===== src/rtl/cache.sv =====
// Direct-mapped read-only instruction cache, 64-bit lines, 16-bit words.
// Ports: inp_clk, inp_rst (async high), inp_address[15:0] byte address,
//   inp_lineData[63:0] line holding inp_address, out_instruction[15:0],
//   out_hit (combinational). A miss fills the whole line on the next edge.
module cache #(
  parameter int LINES   = 8,
  parameter int INDEX_W = $clog2(LINES),
  parameter int TAG_W   = 16 - 3 - INDEX_W
) (
  input  logic        inp_clk,
  input  logic        inp_rst,
  input  logic [15:0] inp_address,
  input  logic [63:0] inp_lineData,
  output logic [15:0] out_instruction,
  output logic        out_hit
);

  logic [LINES-1:0] valid;
  logic [TAG_W-1:0] tag_mem  [LINES];
  logic [63:0]      data_mem [LINES];

  logic [1:0]         word_off;
  logic [INDEX_W-1:0] idx;
  logic [TAG_W-1:0]   addr_tag;
  logic               fill;

  // Bit 0 is the byte offset; fetches are halfword aligned.
  logic unused_byte_off;
  assign unused_byte_off = inp_address[0];

  assign word_off = inp_address[2:1];
  assign idx      = inp_address[2+INDEX_W:3];
  assign addr_tag = inp_address[15:3+INDEX_W];

  assign out_hit = valid[idx] && (tag_mem[idx] == addr_tag);

  always_comb begin
    out_instruction = 16'h0000;
    if (out_hit)
      out_instruction = data_mem[idx][16*word_off +: 16];
  end

  // Fill only on a miss; a fill edge during reset is dropped.
  assign fill = !out_hit && !inp_rst;

  always_ff @(posedge inp_clk or posedge inp_rst) begin
    if (inp_rst)
      valid <= '0;
    else if (fill)
      valid[idx] <= 1'b1;
  end

  // Tags and data need no reset: valid bits gate every use.
  always_ff @(posedge inp_clk) begin
    if (fill) begin
      tag_mem[idx]  <= addr_tag;
      data_mem[idx] <= inp_lineData;
    end
  end

endmodule


===== config.mk =====
export PLATFORM = sky130hd
export DESIGN_NAME = cache
export DESIGN_NICKNAME = d
export VERILOG_FILES = /design/src/rtl/cache.sv
export SDC_FILE = /design/constraint.sdc
export NUM_CORES = 1
export LEC_CHECK = 0
export BUFFER_PORTS_ARGS = -buffer_cell sky130_fd_sc_hd__buf_4
export CORE_MARGIN = 1.5
export CORE_UTILIZATION = 50
export CTS_CLUSTER_DIAMETER = 50
export DETAILED_ROUTE_END_ITERATION = 7
export GPL_ROUTABILITY_DRIVEN = 1
export HOLD_SLACK_MARGIN = 0.05
export PLACE_DENSITY = 0.74
export SLEW_MARGIN = 0
export SYNTH_ARGS = -nofsm -noshare
export SYNTH_HDL_FRONTEND = slang
export SYNTH_SLANG_ARGS = --single-unit

===== constraint.sdc =====
create_clock -name inp_clk -period 8.7 [get_ports inp_clk]
set_input_delay 0.435 -clock inp_clk [delete_from_list [all_inputs] [get_ports inp_clk]]
set_output_delay 0.435 -clock inp_clk [all_outputs]
set_load 0.05 [all_outputs]

Word level (Yosys, flattened, before mapping) --
Memory sizes are Yosys's and may differ from the RTL's. Index checks and enable logic that the tools add are counted.
Operators by class: bitwise gates (word level) 1, magnitude comparators 2, equality and inequality tests 1, shift-type cells 1, reduce and logical (&&, ||, !) cells 5, muxes and demuxes 7
Operator list (count):
- 64-bit by 7-bit variable part select with 16-bit output | 1
- 16-bit two-way mux | 1
- 10-bit == test | 1
- 8-bit bitwise OR | 1
- 3-bit by 4-bit < comparator with 1-bit output, second input constant | 1
- 1-bit two-way mux | 4
- 1-bit binary-select mux with 3-bit select | 1
- 1-bit demux with 3-bit select | 1
- 3-bit by 1-bit >= comparator with 1-bit output, second input constant | 1
- 1-bit logical AND | 3
- 1-bit logical NOT | 2
Storage, ports and cells: bits in writable memories 592, word-level logic and storage cells 20, bits of input ports 82, flip-flop bits (word level) 8, memories kept 2
Memories:
- data_mem | words 8, bits a word 64, rd ports 1, clocked after Yosys merged registers in 0, wr ports 1, RTL line 20 | logic [63:0] data_mem [LINES];
- tag_mem | words 8, bits a word 10, rd ports 1, clocked after Yosys merged registers in 0, wr ports 1, RTL line 19 | logic [TAG_W-1:0] tag_mem [LINES];

Depth between registers and ports, before layout --
Gate-level depths: netlist (run 1).
depth in word-level cells 7, mapped depth 11

Worst setup path after synthesis (run 1) --
OpenSTA, ideal clock, no wires.
path kind input to register, start point input port inp_address[3], end point memory data_mem[6][0] (enable), arrival time 8841 ps, path slack -830 ps, library setup time 689 ps, stages 9, path through buf_6 -> mux2_1 -> a221oi_1 -> a21oi_1 -> nor2_1 -> xnor2_1 -> nor4b_4 -> buf_4 -> nor4_1
On the way: cells in the longest elaborated chain, start to end 7
RTL lines:
- start, declared | RTL line 12 | input logic [15:0] inp_address,
- memory read 8 x 10 bit or 1-bit binary-select mux with 3-bit select (tied branches)
- 10-bit == test or 1-bit two-way mux (tied branches) | RTL line 35 | assign out_hit = valid[idx] && (tag_mem[idx] == addr_tag);
- 1-bit logical AND * | RTL line 35
- via out_hit | RTL line 15 | output logic out_hit
- 1-bit logical NOT * | RTL line 44 | assign fill = !out_hit && !inp_rst;
- 1-bit logical AND * | RTL line 44
- 1-bit two-way mux * | RTL line 55 | if (fill) begin
- 1-bit two-way mux (implied by the code) * | RTL line 57 | data_mem[idx] <= inp_lineData;
- end, declared | RTL line 20
The timed path passes the listed nets; every way through them passes the cells marked *. The select of a mux whose other input is x is not followed.

Final worst setup path (run 1) --
start point input port inp_address[5], end point output port out_instruction[14]
On the way: cells in the longest elaborated chain, start to end 4
RTL lines:
- branches (longest 3 deep; another with memory read 8 x 64 bit)
- 16-bit two-way mux * | RTL line 39 | if (out_hit)
- end, declared | RTL line 14 | output logic [15:0] out_instruction,
Every way passes the cells marked *. The select of a mux whose other input is x is not followed.

==> run_results.csv, run 1 <==
group,metric,value,unit
status,outcome,"completed",
floorplanning,fp.dieW,219,µm
global_route,antenna_found_initial,1,
worst_setup_path,start_kind,"input pin",
worst_setup_path,rrSetupSlack,5.35,ns
worst_setup_path,worstSetupPathType,"in -> out",
floorplanning,fp.dieArea,0.0482,mm²
clock_network,cts.clk_slew.worst_paths,0.06,ns
timing,period_needed,4.96,ns
finish,layout_commonest_cell,"edfxtp_1",
global_route,grt_max_degree,94,
run,maxCapViolCount,0,
drt,via_per_inst,6.27,
finish,syn2layout_area_growth,15.4,%
finish,final_cells,2115,
clock_network,post_cts_resize_count,0,
clock_network,insertion_delay,0.61,ns
drt,first_pass_iters,5,
place,gp_congestion,0.764,
clock_network,cts_buffers,57,
logic_synthesis,synthArstFlopShare,1.33,%
place,placed_area,0.0248,mm²
logic_synthesis,synth_top_family_by_area,"multiplexers",
place,place_hpwl,30.5,mm
pwr,power,6.15,mW
timing,max_freq,202,MHz
finish,utilization,58.3,%
drt,num_vias,13300,
pwr,p_leak,8.93,nW
worst_setup_path,worstPathArrival,4.52,ns
clock_network,clock_path_buffers,3,
worst_setup_path,end_kind,"output pin",
clock_network,htreeDepth,2,
logic_synthesis,synth-adder-area-share,0,%
finish,layout_common_cells,"edfxtp_1 (592), buf_4 (127), o22ai_1 (84)",
timing,finClkSkew,0.0172,ns
timing,slew_headroom,24.2,%
drt,drc,0,
place,pre_cts_ws,3.61,ns
timing,hold_viol_final,0,
min_path,hold_path_depth,1,
timing,worst_slack,3.74,ns
drt,ant_nets,0,
logic_synthesis,synthXorXnorAreaFrac,0.374,%
logic_synthesis,yosysSeqAreaShare,76.7,%
worst_setup_path,rr_startpoint,"tag_mem[3][6]",
min_path,hp-class,"in -> reg",
logic_synthesis,synth-seq-cells,600,
logic_synthesis,ys_warn_count,0,
place,placed_cells,1966,
min_path,hold_end,"data_mem[7][38]",
floorplanning,io-pin-count,99,
logic_synthesis,synth-simple-area-share,2.64,%
global_route,grt_pass1_vias,13700,
logic_synthesis,syn_nets,1400,
timing,holdWs,0.0667,ns
timing,slew_viol_final,0,
finish,nets,1544,
finish,final_layout_size_suffix_gt1_share,22.0,%
logic_synthesis,synth_cell_type_count,55,
logic_synthesis,yosys_most_used_dff,"edfxtp_1",
floorplanning,start_util,50.5,%
logic_synthesis,postSynthAreaPerCell,17.8,µm²
logic_synthesis,synth_compound_area_share,8.69,%
timing,worstMarginPinSlew,1.14,ns
finish,design_area,0.0270,mm²
logic_synthesis,synth_cells,1318,
pwr,ir_drop,0.000145,V
timing,finalSetupViolations,0,
clock_network,cts_tree,"yes",
logic_synthesis,syn_area,0.0234,mm²
pwr,power.density,228,mW/mm²
global_route,grt_overflow,0,
floorplanning,die_h,219,µm
drt,drtIter0Drc,1512,
clock_network,cts-root-buf,"clkbuf_16",
worst_setup_path,r2r-end,"data_mem[4][57]",
floorplanning,coreArea,0.0464,mm²
worst_setup_path,crit_fanout,67,
clock_network,clock_sinks,600,
place,port_buffers,97,
timing,setup-tns-final,0,ns
logic_synthesis,muxShareOfSynthArea,9.52,%
timing,rsz0062_at_grt,"no",
min_path,min_from,"inp_lineData[38]",
drt,wl_per_cell,27.2,µm
global_route,track_usage,24.2,%
worst_setup_path,worst_ep_required_time,8.27,ns
worst_setup_path,reg2reg_depth,9,
global_route,grt_pass1_wl,85.4,mm
timing,fin_crit_sh,57.0,%
floorplanning,rows,79,
drt,wirelength,57.5,mm
logic_synthesis,synth_edf_count,592,
## synth_stat cells, drive strengths merged (2+ instances only)
master,instances,area (µm²)
edfxtp,592,17800
mux2,84,946
o22ai,84,526
mux2i,72,721
nor2,59,221
a21oi,58,290
buf,51,319
nand2,38,143
clkbuf,36,136
o221ai,34,298
mux4,25,563
o21ai,21,105
a211oi,16,120
a221oi,15,131
nor3,11,55.1
o211ai,10,75.1
o311a,10,100
a22oi,8,60.1
dfrtp,8,200
o21bai,8,60.1
inv,7,26.3
nand2b,7,43.8
nand3,6,30.0
xor2,6,52.6
nor2b,5,31.3
a221o,4,40.0
o22a,4,35.0
xnor2,4,35.0
a211o,3,26.3
a2bb2oi,3,26.3
a31oi,3,18.8
or2,3,18.8
a21boi,2,15.0
and2,2,12.5
and3,2,12.5
nand4,2,12.5
o2111ai,2,17.5
o311ai,2,17.5
## worst max path at each step
stage,depth (start not counted),start,to,slack [ns]
floorplan,9,inp_address[3],data_mem[0][0],1.17
global placement,10,inp_address[3],data_mem[4][57],3.71
detailed placement,10,inp_address[3],data_mem[4][43],3.61
CTS,10,inp_address[3],out_instruction[14],3.80
global route,10,inp_address[3],out_instruction[14],3.54
finish,11,inp_address[5],out_instruction[14],3.74
## kinds of logic after synthesis
| kind of cell | after synthesis |
|---|---|
| buf+inv | 94 |
| mux | 181 |
| compound gates | 295 |
| flops | 600 |
| xor+xnor | 10 |
| simple gates | 138 |
## layer usage
metal | routed length (µm) | global-route usage [%]
met1 | 22900 | 32.3
met2 | 28000 | 39.5
met3 | 4940 | 5.24
met4 | 1650 | 8.65
met5 | 7 | 0
## report_power, final
group          total [mW]  internal [mW]  switching (mW)
clock network        2.46           1.41            1.05
registers            3.30           3.28          0.0220
logic               0.397          0.146           0.251
total                6.15           4.83            1.32
## what timing repair did
item | in CTS | in global routing
endpoints found under the hold margin | 319 | 0
endpoints found under the setup margin | 0 | 0
buffers inserted | 0 | 0
hold buffers | 44 | 0
## layout make-up
type                            instances  area, µm²
Antenna cell                            1       2.50
Clock buffer                           69       1510
Clock inverter                         35        327
Fill cell                            3355      19300
Inverter                                7       26.3
Multi-Input combinational cell        624       5020
Sequential cell                       600      18000
Tap cell                              607        759
Timing Repair Buffer                  172       1410
## worst max-delay path: stages
cell and delay [ns]:
buf_4 0.62, nand2_1 0.72, buf_4 0.46, o22ai_1 0.21, a221oi_1 0.08, xnor2_1 0.21
nand4_1 0.20, nor4b_4 0.35, buf_4 0.49, a21boi_0 0.41, buf_4 0.28
## flip-flops by register name (all words and copies together) (netlist names)
name / count
tag_mem: 80
valid: 8
data_mem: 512
Power figures use the tool's default switching activity.
==> run 2, diff against run 1 <==
Clock period 8.7 ns to 4 ns, I/O delays scaled along.
==> run 2 against run 1 <==
Clock power rose by 120%. Sequential power rose by 120%. Sequential cell count did not move. Combinational power rose by 130%. Non-clock buffer count rose by 53. Clock-buffer cell count rose by 3. Die area did not move. Worst hold slack improved by 0.21 ns. Sequential share of layout area fell by 1.8 points. Critical path depth fell by 2. Worst setup slack got worse by 3.2 ns. Critical path type is now reg -> out. Largest cell class unchanged. Largest power group unchanged.
==> run_results.csv, run 2 (same netlist as run 1, synthesis figures left out) <==
group,metric,value,unit
floorplanning,start_util,50.5,%
finish,syn2layout_area_growth,18.6,%
floorplanning,die_h,219,µm
worst_setup_path,cp_cell_sequence,"mux4_2, nand2_1, nand2_1, xnor2_1, nand4_1, nor4b_4, buf_12, a21boi_0, buf_4",
finish,layout.area.seq,0.0180,mm²
floorplanning,io-pin-count,99,
timing,slew_viol_final,0,
global_route,antenna_found_initial,2,
global_route,track_usage,24.4,%
pwr,clockPowerShare,40.2,%
drt,drc,0,
pwr,power.density,487,mW/mm²
worst_setup_path,end_kind,"output pin",
floorplanning,fp.dieArea,0.0482,mm²
timing,hold_viol_final,0,
pwr,p_leak,9.23,nW
drt,drtIter0Drc,1350,
floorplanning,coreArea,0.0464,mm²
finish,final_layout_size_suffix_gt1_share,22.8,%
place,port_buffers,97,
clock_network,cts-root-buf,"clkbuf_16",
global_route,grt.busiest_layer,"met2",
finish,fillers,3276,
timing,setup-tns-final,0,ns
finish,layout_commonest_cell,"edfxtp_1",
finish,nets,1599,
timing,finalSetupViolations,0,
pwr,swShare,21.3,%
drt,wl_per_cell,26.4,µm
status,outcome,"completed",
worst_setup_path,rr_startpoint,"valid[5]",
floorplanning,rows,79,
global_route,met3_usage,4.47,%
place,gp_congestion,0.781,
finish,largest_register_ffs,512,
worst_setup_path,startpoint,"tag_mem[3][0]",
clock_network,insertion_delay,0.62,ns
worst_setup_path,cp_slowest_cell,"mux4_2",
finish,regMostFlops,"data_mem",
drt,ant_nets,0,
worst_setup_path,worst_ep_required_time,3.80,ns
drt,wirelength,57.5,mm
timing,max_freq,292,MHz
clock_network,cts.clk_slew.worst_paths,0.06,ns
worst_setup_path,crit_fanout,25,
pwr,seq_power_share,53.0,%
global_route,grt_overflow,0,
pwr,internal_power,10.6,mW
timing,slew_headroom,47.1,%
drt,num_vias,13500,
run,maxCapViolCount,0,
clock_network,htreeDepth,2,
worst_setup_path,worstSetupPathType,"reg -> out",
pwr,power,13.5,mW
timing,period_needed,3.42,ns
clock_network,clock_sinks,600,
global_route,grt_pass1_vias,13600,
pwr,ir_drop,0.000370,V
clock_network,clock_path_buffers,3,
worst_setup_path,cpPeakStageDelay,0.48,ns
worst_setup_path,start_kind,"flip-flop",
drt,via_per_inst,6.18,
place,place_hpwl,31.9,mm
finish,multiInputGateArea,0.00508,mm²
timing,rsz0062_at_grt,"no",
global_route,grt_max_degree,78,
finish,reg_top3,"data_mem (512), tag_mem (80), valid (8)",
timing,finClkSkew,0.0162,ns
global_route,gr-usage-met2,39.1,%
global_route,use_met1,33.6,%
clock_network,cts_tree,"yes",
min_path,hp-class,"in -> async",
floorplanning,fp.dieW,219,µm
clock_network,cts_buffers,59,
finish,layout_common_cells,"edfxtp_1 (592), buf_4 (137), o22ai_1 (84)",
timing,worstMarginPinSlew,0.793,ns
pwr,p_comb_share,6.8,%
global_route,grt_pass1_wl,85.8,mm
worst_setup_path,worst_path_most_repeated_cell,"nand2_1",
drt,first_pass_iters,5,
worst_setup_path,reg2reg_depth,8,
worst_setup_path,worstPathArrival,3.22,ns
pwr,p_switching,2.88,mW
timing,fin_crit_sh,85.5,%
==> run 2: changes by cell type in the layout (fill, tap and decap cells not counted), sizes merged <==
cell         before  now
buf             127  149
clkbuf           70   73
clkinv           26   30
diode             1    2
dlygate4sd3      44   75
==> run 2: cell type report <==
| type | count | area share, % |
|---|---|---|
| Antenna cell | 2 | 0.0180 |
| Clock buffer | 72 | 5.64 |
| Clock inverter | 39 | 1.21 |
| Inverter | 7 | 0.0946 |
| Multi-Input combinational cell | 624 | 18.3 |
| Sequential cell | 600 | 64.7 |
| Tap cell | 607 | 2.73 |
| Timing Repair Buffer | 225 | 7.32 |
==> run 2: power by group through the flow <==
stage / registers, mW / logic [mW] / clock network (mW)
finish: 7.17 / 0.919 / 5.43
global route: 7.18 / 0.980 / 5.74
detailed placement: 7.30 / 0.846 / 0
global placement: 7.29 / 0.826 / 0
CTS: 7.17 / 0.916 / 5.49
floorplan: 7.30 / 0.483 / 0
==> run 2: routing by layer <==
| layer | part of all wire, % | vias up |
|---|---|---|
| met5 | 0.023 | - |
| met4 | 3.0 | 2 |
| met3 | 9.2 | 122 |
| met2 | 48 | 689 |
| met1 | 40 | 6860 |
| li1 | - | 5779 |
==> run 2: worst max-delay path, delay by kind of cell (launching register included) <==
family | cells | cell delay (ns)
mux | 1 | 0.48
compound gates | 1 | 0.39
buf+inv | 2 | 0.56
simple gates | 4 | 0.67
xor+xnor | 1 | 0.16
flops | 1 | 0.36
==> run 2: final timing paths <==
| check | slack, ns | to |
|---|---|---|
| setup / recovery | 0.58 | out_instruction[2] |
| hold / removal | 0.28 | valid[3] |
| setup reg to reg | 1.15 | data_mem[1][44] |
| hold reg to reg | 0.48 | valid[7] |
| max in group asynchronous | 3.46 | valid[5] |
| min in group inp_clk | 0.33 | valid[6] |
==> run 2: per-stage QoR <==
step | area [µm²] | worst slack, ns | instances | utilization [%] | hold slack (ns)
2_1_floorplan | 23500 | -0.882 | 1318 | - | 0.289
3_3_place_gp | 25100 | 0.636 | 1988 | 54.2 | 0.270
3_5_place_dp | 25100 | 0.596 | 1988 | 54.2 | 0.284
4_1_cts | 27800 | 0.579 | 2174 | 59.9 | 0.241
5_1_grt | 27800 | 0.490 | 2175 | 59.9 | 0.284
6_report | 27800 | 0.578 | 2176 | 59.9 | 0.276
==> run 2: repair_timing <==
action / 4_1_cts / 5_1_grt
setup buffers: 0 / 0
hold endpoints to repair: 603 / 0
gates resized for setup: 0 / 0
hold buffers: 75 / 0
setup endpoints to repair: 0 / 0
